File: src/rtl/booth2_pkg.sv
// Shared definitions for the radix-4 (Booth-2) multiplier family.
//   state_t     : control states of the sequential multiplier
//   digit_t     : recoded Booth digit selecting 0, +-A or +-2A
//   DEFAULT_WIDTH : default operand width
//   digit_count : number of radix-4 digits for a given operand width
package booth2_pkg;

  typedef enum logic [1:0] {
    IDLE,
    CALC,
    DONE
  } state_t;

  typedef enum logic [2:0] {
    ZERO,
    POS1,
    POS2,
    NEG1,
    NEG2
  } digit_t;

  localparam int DEFAULT_WIDTH = 8;

  // Each radix-4 digit consumes two multiplier bits.
  function automatic int digit_count(input int width);
    return width / 2;
  endfunction

endpackage

File: src/rtl/booth2_encoder.sv
// Booth-2 recoder and partial-product generator (combinational).
// Ports:
//   triplet : {b[2i+1], b[2i], b[2i-1]} for the digit being recoded
//   mcand   : multiplicand A, two's complement, WIDTH bits
//   digit   : recoded digit (ZERO, POS1, POS2, NEG1, NEG2)
//   pp      : signed partial product, WIDTH+2 bits
module booth2_encoder
  import booth2_pkg::*;
#(
  parameter int WIDTH = DEFAULT_WIDTH
) (
  input  logic [2:0]       triplet,
  input  logic [WIDTH-1:0] mcand,
  output digit_t           digit,
  output logic [WIDTH+1:0] pp
);

  logic [WIDTH+1:0] single;
  logic [WIDTH+1:0] double;

  // Two guard bits let 2A and -2A of the most negative multiplicand be
  // represented exactly before the negation.
  always_comb begin
    single = {{2{mcand[WIDTH-1]}}, mcand};
    double = {single[WIDTH:0], 1'b0};
    digit  = ZERO;
    pp     = '0;

    case (triplet)
      3'b001, 3'b010: digit = POS1;
      3'b011:         digit = POS2;
      3'b100:         digit = NEG2;
      3'b101, 3'b110: digit = NEG1;
      default:        digit = ZERO;
    endcase

    case (digit)
      POS1:    pp = single;
      POS2:    pp = double;
      NEG1:    pp = (~single) + (WIDTH+2)'(1);
      NEG2:    pp = (~double) + (WIDTH+2)'(1);
      default: pp = '0;
    endcase
  end

endmodule

File: src/rtl/booth2_seq_mult.sv
// Iterative signed radix-4 (Booth-2) multiplier, one partial product per clock.
// Ports:
//   clk, rst_n          : rising-edge clock, asynchronous active-low reset
//   in_valid / in_ready : operand handshake (in_ready high only in IDLE)
//   a, b                : multiplicand and multiplier, two's complement
//   out_valid/out_ready : result handshake (out_valid high in DONE)
//   product             : signed 2*WIDTH-bit result, held until the next load
//   busy                : high while an operation is in CALC or DONE
module booth2_seq_mult
  import booth2_pkg::*;
#(
  parameter int WIDTH = DEFAULT_WIDTH
) (
  input  logic               clk,
  input  logic               rst_n,
  input  logic               in_valid,
  output logic               in_ready,
  input  logic [WIDTH-1:0]   a,
  input  logic [WIDTH-1:0]   b,
  output logic               out_valid,
  input  logic               out_ready,
  output logic [2*WIDTH-1:0] product,
  output logic               busy
);

  localparam int NDIG = digit_count(WIDTH);
  localparam int CW = (NDIG > 1) ? $clog2(NDIG) : 1;
  localparam logic [CW-1:0] LAST = CW'(NDIG - 1);

  state_t             state;
  state_t             next_state;
  logic [WIDTH-1:0]   mcand;
  logic [WIDTH:0]     mplier;
  logic [2*WIDTH-1:0] acc;
  logic [CW-1:0]      cnt;
  digit_t             digit;
  logic [WIDTH+1:0]   pp;
  logic [2*WIDTH-1:0] pp_ext;
  logic [2*WIDTH-1:0] sum;
  logic               last_digit;

  // The multiplier register is shifted right two bits per digit, so the
  // current triplet always sits in its three low bits; bit 0 starts as b[-1].
  booth2_encoder #(
    .WIDTH(WIDTH)
  ) u_encoder (
    .triplet(mplier[2:0]),
    .mcand  (mcand),
    .digit  (digit),
    .pp     (pp)
  );

  assign pp_ext     = {{(WIDTH-2){pp[WIDTH+1]}}, pp};
  assign sum        = acc + (pp_ext << {cnt, 1'b0});
  assign last_digit = (cnt == LAST);

  always_ff @(posedge clk or negedge rst_n) begin
    if (!rst_n) begin
      state <= IDLE;
    end else begin
      state <= next_state;
    end
  end

  always_comb begin
    next_state = state;
    in_ready   = 1'b0;
    out_valid  = 1'b0;
    busy       = 1'b0;
    case (state)
      IDLE: begin
        in_ready = 1'b1;
        if (in_valid) next_state = CALC;
      end
      CALC: begin
        busy = 1'b1;
        if (last_digit) next_state = DONE;
      end
      DONE: begin
        busy      = 1'b1;
        out_valid = 1'b1;
        if (out_ready) next_state = IDLE;
      end
      default: next_state = IDLE;
    endcase
  end

  // Zero digits leave the accumulator untouched; the final sum is loaded into
  // product on the last digit and then held through DONE and IDLE.
  always_ff @(posedge clk or negedge rst_n) begin
    if (!rst_n) begin
      mcand   <= '0;
      mplier  <= '0;
      acc     <= '0;
      cnt     <= '0;
      product <= '0;
    end else begin
      case (state)
        IDLE: begin
          if (in_valid) begin
            mcand  <= a;
            mplier <= {b, 1'b0};
            acc    <= '0;
            cnt    <= '0;
          end
        end
        CALC: begin
          if (digit != ZERO) acc <= sum;
          mplier <= mplier >> 2;
          cnt    <= cnt + CW'(1);
          if (last_digit) product <= sum;
        end
        default: ;
      endcase
    end
  end

endmodule

File: config.mk
export PLATFORM = sky130hd
export DESIGN_NAME = booth2_seq_mult
export DESIGN_NICKNAME = d
export VERILOG_FILES = /design/src/rtl/booth2_pkg.sv /design/src/rtl/booth2_encoder.sv /design/src/rtl/booth2_seq_mult.sv
export SDC_FILE = /design/constraint.sdc
export NUM_CORES = 1
export LEC_CHECK = 0
export BUFFER_PORTS_ARGS = -buffer_cell sky130_fd_sc_hd__buf_2
export CORE_ASPECT_RATIO = 0.7
export CORE_MARGIN = 1
export CORE_UTILIZATION = 31
export CTS_CLUSTER_DIAMETER = 60
export DETAILED_ROUTE_END_ITERATION = 10
export HOLD_SLACK_MARGIN = 0.12
export SYNTH_ARGS = -nofsm -noshare
export SYNTH_HDL_FRONTEND = slang
export SYNTH_SLANG_ARGS = --single-unit
File: constraint.sdc
create_clock -name clk -period 3.4 [get_ports clk]
set_input_delay 0.34 -clock clk [delete_from_list [all_inputs] [get_ports clk]]
set_output_delay 0.34 -clock clk [all_outputs]
set_load 0.01 [all_outputs]
# Word-level counts from Yosys, hierarchy flattened
# Index checks and enable logic that the tools add are counted.
[op_classes] n_addsub=4 n_eq_ne=17 n_reduce_logical=11 bitwise_logic=2 n_shift=1 mux=16
[ops] cell="$pmux 10 s4" count=1
[ops] cell="$mux 16" count=2
[ops] cell="$pmux 16 s2" count=1
[ops] cell="$add 10x1->10 const B" count=2
[ops] cell="$not 10->10" count=2
[ops] cell="$pmux 9 s2" count=1
[ops] cell="$add 16x16->16" count=1
[ops] cell="$shl 16x3->16" count=1
[ops] cell="$eq 3x2->1 const B" count=4
[ops] cell="$eq 3x3->1 const B" count=4
[ops] cell="$pmux 3 s4" count=1
[ops] cell="$mux 9" count=1
[ops] cell="$mux 2" count=4
[ops] cell="$ne 2x2->1 const B" count=4
[ops] cell="$eq 3x1->1 const B" count=2
[ops] cell="$pmux 2 s3" count=1
[ops] cell="$reduce_and 2->1" count=3
[ops] cell="$reduce_and 3->1" count=2
[ops] cell="$reduce_or 2->1" count=3
[ops] cell="$eq 2x2->1 const B" count=2
[ops] cell="$pmux 2 s2" count=1
[ops] cell="$mux 1" count=3
[ops] cell="$reduce_bool 3->1" count=1
[ops] cell="$add 2x1->2 const B" count=1
[ops] cell="3 further kinds" count=3
[word_totals] in_bits=20 output_inout_bits=19 reg_bits=53 wordCells=57

# Depth between registers and ports, before layout
[depth] word_depth=9 depth_mapped=16 depth_no_buf=15

# Cells and area by module
# Synthesis repeated with hierarchy kept, for this count alone.
[hier_totals] cells_unflattened=390 area_unflattened_um2=3687.3
[by_module_without_submodules] module="booth2_seq_mult" area_per_inst_um2=3090.5 seq_area_each_um2=1326.3 cells_each=299 instances=1
[by_module_without_submodules] module="booth2_encoder" area_per_inst_um2=596.8 seq_area_each_um2=0.0 cells_each=91 instances=1

# Worst setup path after synthesis
# Ideal clock, no wire load.
[synth_path] path_kind="flip-flop to flip-flop" start="register mcand[3]" end="register product[11]" setup_ns=0.125 slack_ns=-0.274 arrival_ns=3.550 required_time_ns=3.275 n_path_buf=1 period_less_slack_ns=3.674 stages_incl_launch_ff=15 cell_sequence="dfrtp_1 > buf_6 > or4_1 > or3_1 > and3_1 > o31a_1 > mux2i_1 > mux2i_1 > ha_1 > a21o_1 > o2bb2ai_1 > nor3_1 > a21oi_1 > xor2_1 > mux2_2"
[synth_via] elab_chain_len=5 elab_cells_between_ends=7 classes_between="add/sub (3); shift (1); mux (1); bitwise (2)"
[synth_rtl] item="from (decl)" line_no="booth2_seq_mult.sv:32" rtl="logic [WIDTH-1:0] mcand;"
[synth_rtl] item="from (signal assigned)" line_no="booth2_seq_mult.sv:92" rtl="mcand <= '0;"
[synth_rtl] item="from (signal assigned)" line_no="booth2_seq_mult.sv:101" rtl="mcand <= a;"
[synth_rtl] item="$not 10->10 (on tied branches)" line_no="booth2_encoder.sv:41, booth2_encoder.sv:40"
[synth_rtl] item="$add 10x1->10 (on tied branches)" line_no="booth2_encoder.sv:41, booth2_encoder.sv:40"
[synth_rtl] item="$pmux 10 s4 (*)" line_no="booth2_encoder.sv:37" rtl="case (digit)"
[synth_rtl] item="$shl 16x3->16 (*)" line_no="booth2_seq_mult.sv:54" rtl="assign sum = acc + (pp_ext << {cnt, 1'b0});"
[synth_rtl] item="$add 16x16->16 (*)" line_no="booth2_seq_mult.sv:54"
[synth_rtl] item="to (signal assigned)" line_no="booth2_seq_mult.sv:111" rtl="if (last_digit) product <= sum;"
[synth_rtl] item="to (decl)" line_no="booth2_seq_mult.sv:22" rtl="output logic [2*WIDTH-1:0] product,"
# Every way passes the cells marked *; elsewhere a longest branch is shown, timed or not.
# A chain may end at the register's enable or synchronous reset.

# Worst setup path after layout
[layout_path] start="register mcand[0]" end="register acc[15]"
[layout_via] elab_chain_len=7 elab_cells_between_ends=9 classes_between="add/sub (3); shift (1); mux (3); bitwise (2)"
[layout_rtl] item="$not 10->10 (on tied branches)" line_no="booth2_encoder.sv:40, booth2_encoder.sv:41"
[layout_rtl] item="$add 10x1->10 (on tied branches)" line_no="booth2_encoder.sv:40, booth2_encoder.sv:41"
[layout_rtl] item="$pmux 10 s4 (*)" line_no="booth2_encoder.sv:37"
[layout_rtl] item="$shl 16x3->16 (*)" line_no="booth2_seq_mult.sv:54"
[layout_rtl] item="$add 16x16->16 (*)" line_no="booth2_seq_mult.sv:54"
[layout_rtl] item="$mux 16 (*)" line_no="booth2_seq_mult.sv:108" rtl="if (digit != ZERO) acc <= sum;"
[layout_rtl] item="$pmux 16 s2 (*)" line_no="booth2_seq_mult.sv:98" rtl="case (state)"
[layout_rtl] item="to (signal assigned)" line_no="booth2_seq_mult.sv:108"
[layout_rtl] item="to (decl)" line_no="booth2_seq_mult.sv:34" rtl="logic [2*WIDTH-1:0] acc;"
# Every way passes the cells marked *; elsewhere a longest branch is shown, timed or not. The select of a mux whose other input is x is not followed.

==> flow_summary.toml <==
[timing]
rsz0062_at_grt = "yes"
finalWorstSetupSlack_ns = -0.327
min_period_ns = 3.73
whs_ns = 0.178
skew_ns = 0.00629
worst_slew_pin_slew_ns = 0.950
timing.final.crit_share_pct = 110
setup_viol = 18
max-slew-margin-rel_pct = 36.7
slew_violations = 0
fmax_mhz = 268
hold_viol = 0

[global_route]
use_met2_pct = 28.6
antenna_found_initial = 0
grt_max_degree = 39
grt_overflow_total = 0
met3_usage_pct = 3.33
grt_pass1_wl_mm = 18.6
grt_pass1_vias = 3797
use_met1_pct = 25.9
track_usage_pct = 18.5
grt-busiest-layer = "met2"

[die]
chipWidth_um = 134
start_util_pct = 32.1
die_area_mm2 = 0.0127
row_count = 33
die_h_um = 94.7
pin_count = 39
core_area_mm2 = 0.0119

[synth]
yosys-top-cells-count = "54 x nand2_1, 53 x dfrtp_1, 31 x a21oi_1, 24 x clkbuf_1, 24 x nor2_1"
synth-seq-cells = 53
synth_area_per_cell_um2 = 8.77
synth_ff_type = "dfrtp_1"
yosys_warnings = 0
syn_nets = 476
synth_edf_count = 0
seq_area_frac_synth_pct = 34.9
async_flop_share_pct = 100
synthDistinctLibCells = 53
syn_inst = 434
synth.most_common_cell = "nand2_1"
syn-cell-area_mm2 = 0.00380
synth_top_area_cell = "dfrtp_1"
ys_top_cells_by_area = "dfrtp_1 35%, ha_1 6.9%, nand2_1 5.3%"
synth_top_area_share_pct = 34.9

[placement]
dp_cells = 685
gp_congestion = 0.911
port_buffers = 38
dp_hpwl_mm = 8.22

[setup_path]
critical_path.slowest_cell = "or4_4"
cp_data_arrival_time_ns = 3.95
startpoint_type = "register"
critPathMaxStageDelay_ns = 0.52
worstSetupPathType = "reg2reg"
worstPathCellList = "or4_4, or3_1, and3_1, o31a_1, mux2i_1, mux2i_1, ha_1, a21o_1, o2bb2ai_4, nor3_4, a211o_1, a2111o_1, o211ai_1"
crit_path_frequent_cell = "mux2i_1"
worst-path-buf-inv = 0
critPathMaxFanout = 5
end_kind = "register"
crit_family = "compound AO/OA/AOI/OAI gates"
cp_data_required_time_ns = 3.63

[detailed_routing]
wirelength_mm = 11.6
drc = 0
ant_nets = 0
drt_iter0_markers = 166
via_per_inst = 5.40
vias = 3839
drt_first_pass_iters = 4
wire_per_inst_um = 16.3

[cells_and_area]
syn2layout_area_growth_pct = 42.2
final_cells = 711
antennaDiodeCount = 0
nFillCells = 1154
layout.nets = 595
drive_gt1_share_pct = 38.6

[run_status]
violations = "setup timing"
status = "finished with violations"

[clock_network]
clk_latency_ns = 0.31
cts.sinks = 53
clockRootBuffer = "clkbuf_16"
cts_tree = "yes"
h-tree-depth = 2
clockBufferDepth = 2
clk_pin_slew_ns = 0.08
numCtsBuffers = 5

[flow_run]
timing.max_cap.violations = 0

[min_path]
hold_class = "in2async"
-- repair_timing --
action | in CTS | in global routing
gates resized for setup | 22 | 51
setup endpoints to repair | 20 | 22
pin swaps | 14 | 28
buffers inserted | 11 | 11
hold buffers | 0 | 0
-- area by class of cell --
cell class,count,area [µm²],area share (%)
well taps,157,196,3.63
multi-input cells,343,2680,49.6
repair buffers,138,982,18.2
clock buffers,5,125,2.31
flip-flops and latches,53,1330,24.5
inverters,12,47.5,0.879
clock inverters,3,50.0,0.925
-- metrics by stage --
stage | setup WS, ns | utilization [%] | cell area [µm²] | setup TNS, ns
finish | -0.327 | 45.7 | 5410 | -3.56
CTS | -0.301 | 43.1 | 5110 | -2.91
floorplan | -0.202 | - | 3860 | -1.25
global placement | -0.241 | 40.2 | 4760 | -2.45
global route | -0.476 | 45.7 | 5410 | -6.54
detailed placement | -0.381 | 40.2 | 4760 | -3.87
-- flip-flops by register name (all words and copies together), names as in the netlist --
signal,count
mcand,8
product,16
cnt,2
mplier,9
state,2
acc,16
-- kinds of logic (layout without fill, tap and decap cells) --
family	count (synthesis)	after routing	share of synthesized area, %
xor gates and xnor gates	14	14	3.22
buffers and inverters	38	158	3.98
AOI/OAI and AO/OA	129	129	23.0
and+or+nand+nor	150	150	19.3
DFF	53	53	34.9
muxes	28	28	8.16
adders and majority gates	22	22	7.43
-- cells in the final DEF, fill, tap and decap left out, types with 6 or more instances in the layout --
cell,instances
buf_4,89
dfrtp_1,53
nand2_1,52
buf_2,38
a21oi_1,23
nor2_1,21
o21ai_0,18
ha_1,16
mux2_2,14
mux2i_1,12
buf_6,11
inv_1,10
nor3_1,10
o22ai_1,9
nand3_1,9
a22o_1,8
xor2_1,7
o211ai_1,6
nor2b_1,6
-- per-layer routing --
layer / up-vias / wire length, µm
met1: 1864 / 5600
li1: 1862 / -
met3: 20 / 651
met2: 93 / 5120
met4: 0 / 199
met5: - / 0
-- worst paths after layout --
path	start	to	slack, ns	cells after the start
min in group clk	a[4]	mcand[4]$_DFFE_PN0P_	0.26	2
hold reg to reg	product[0]$_DFFE_PN0P_	product[0]$_DFFE_PN0P_	0.48	2
setup / recovery	mcand[0]$_DFFE_PN0P_	acc[15]$_DFFE_PN0P_	-0.33	13
setup reg to reg	mcand[0]$_DFFE_PN0P_	acc[15]$_DFFE_PN0P_	-0.33	13
max in group asynchronous	rst_n	acc[5]$_DFFE_PN0P_	2.44	2
hold / removal	rst_n	acc[15]$_DFFE_PN0P_	0.18	1
Power is not shown: default switching activity piles up to over one toggle a cycle in this logic, so the estimate is an artifact.
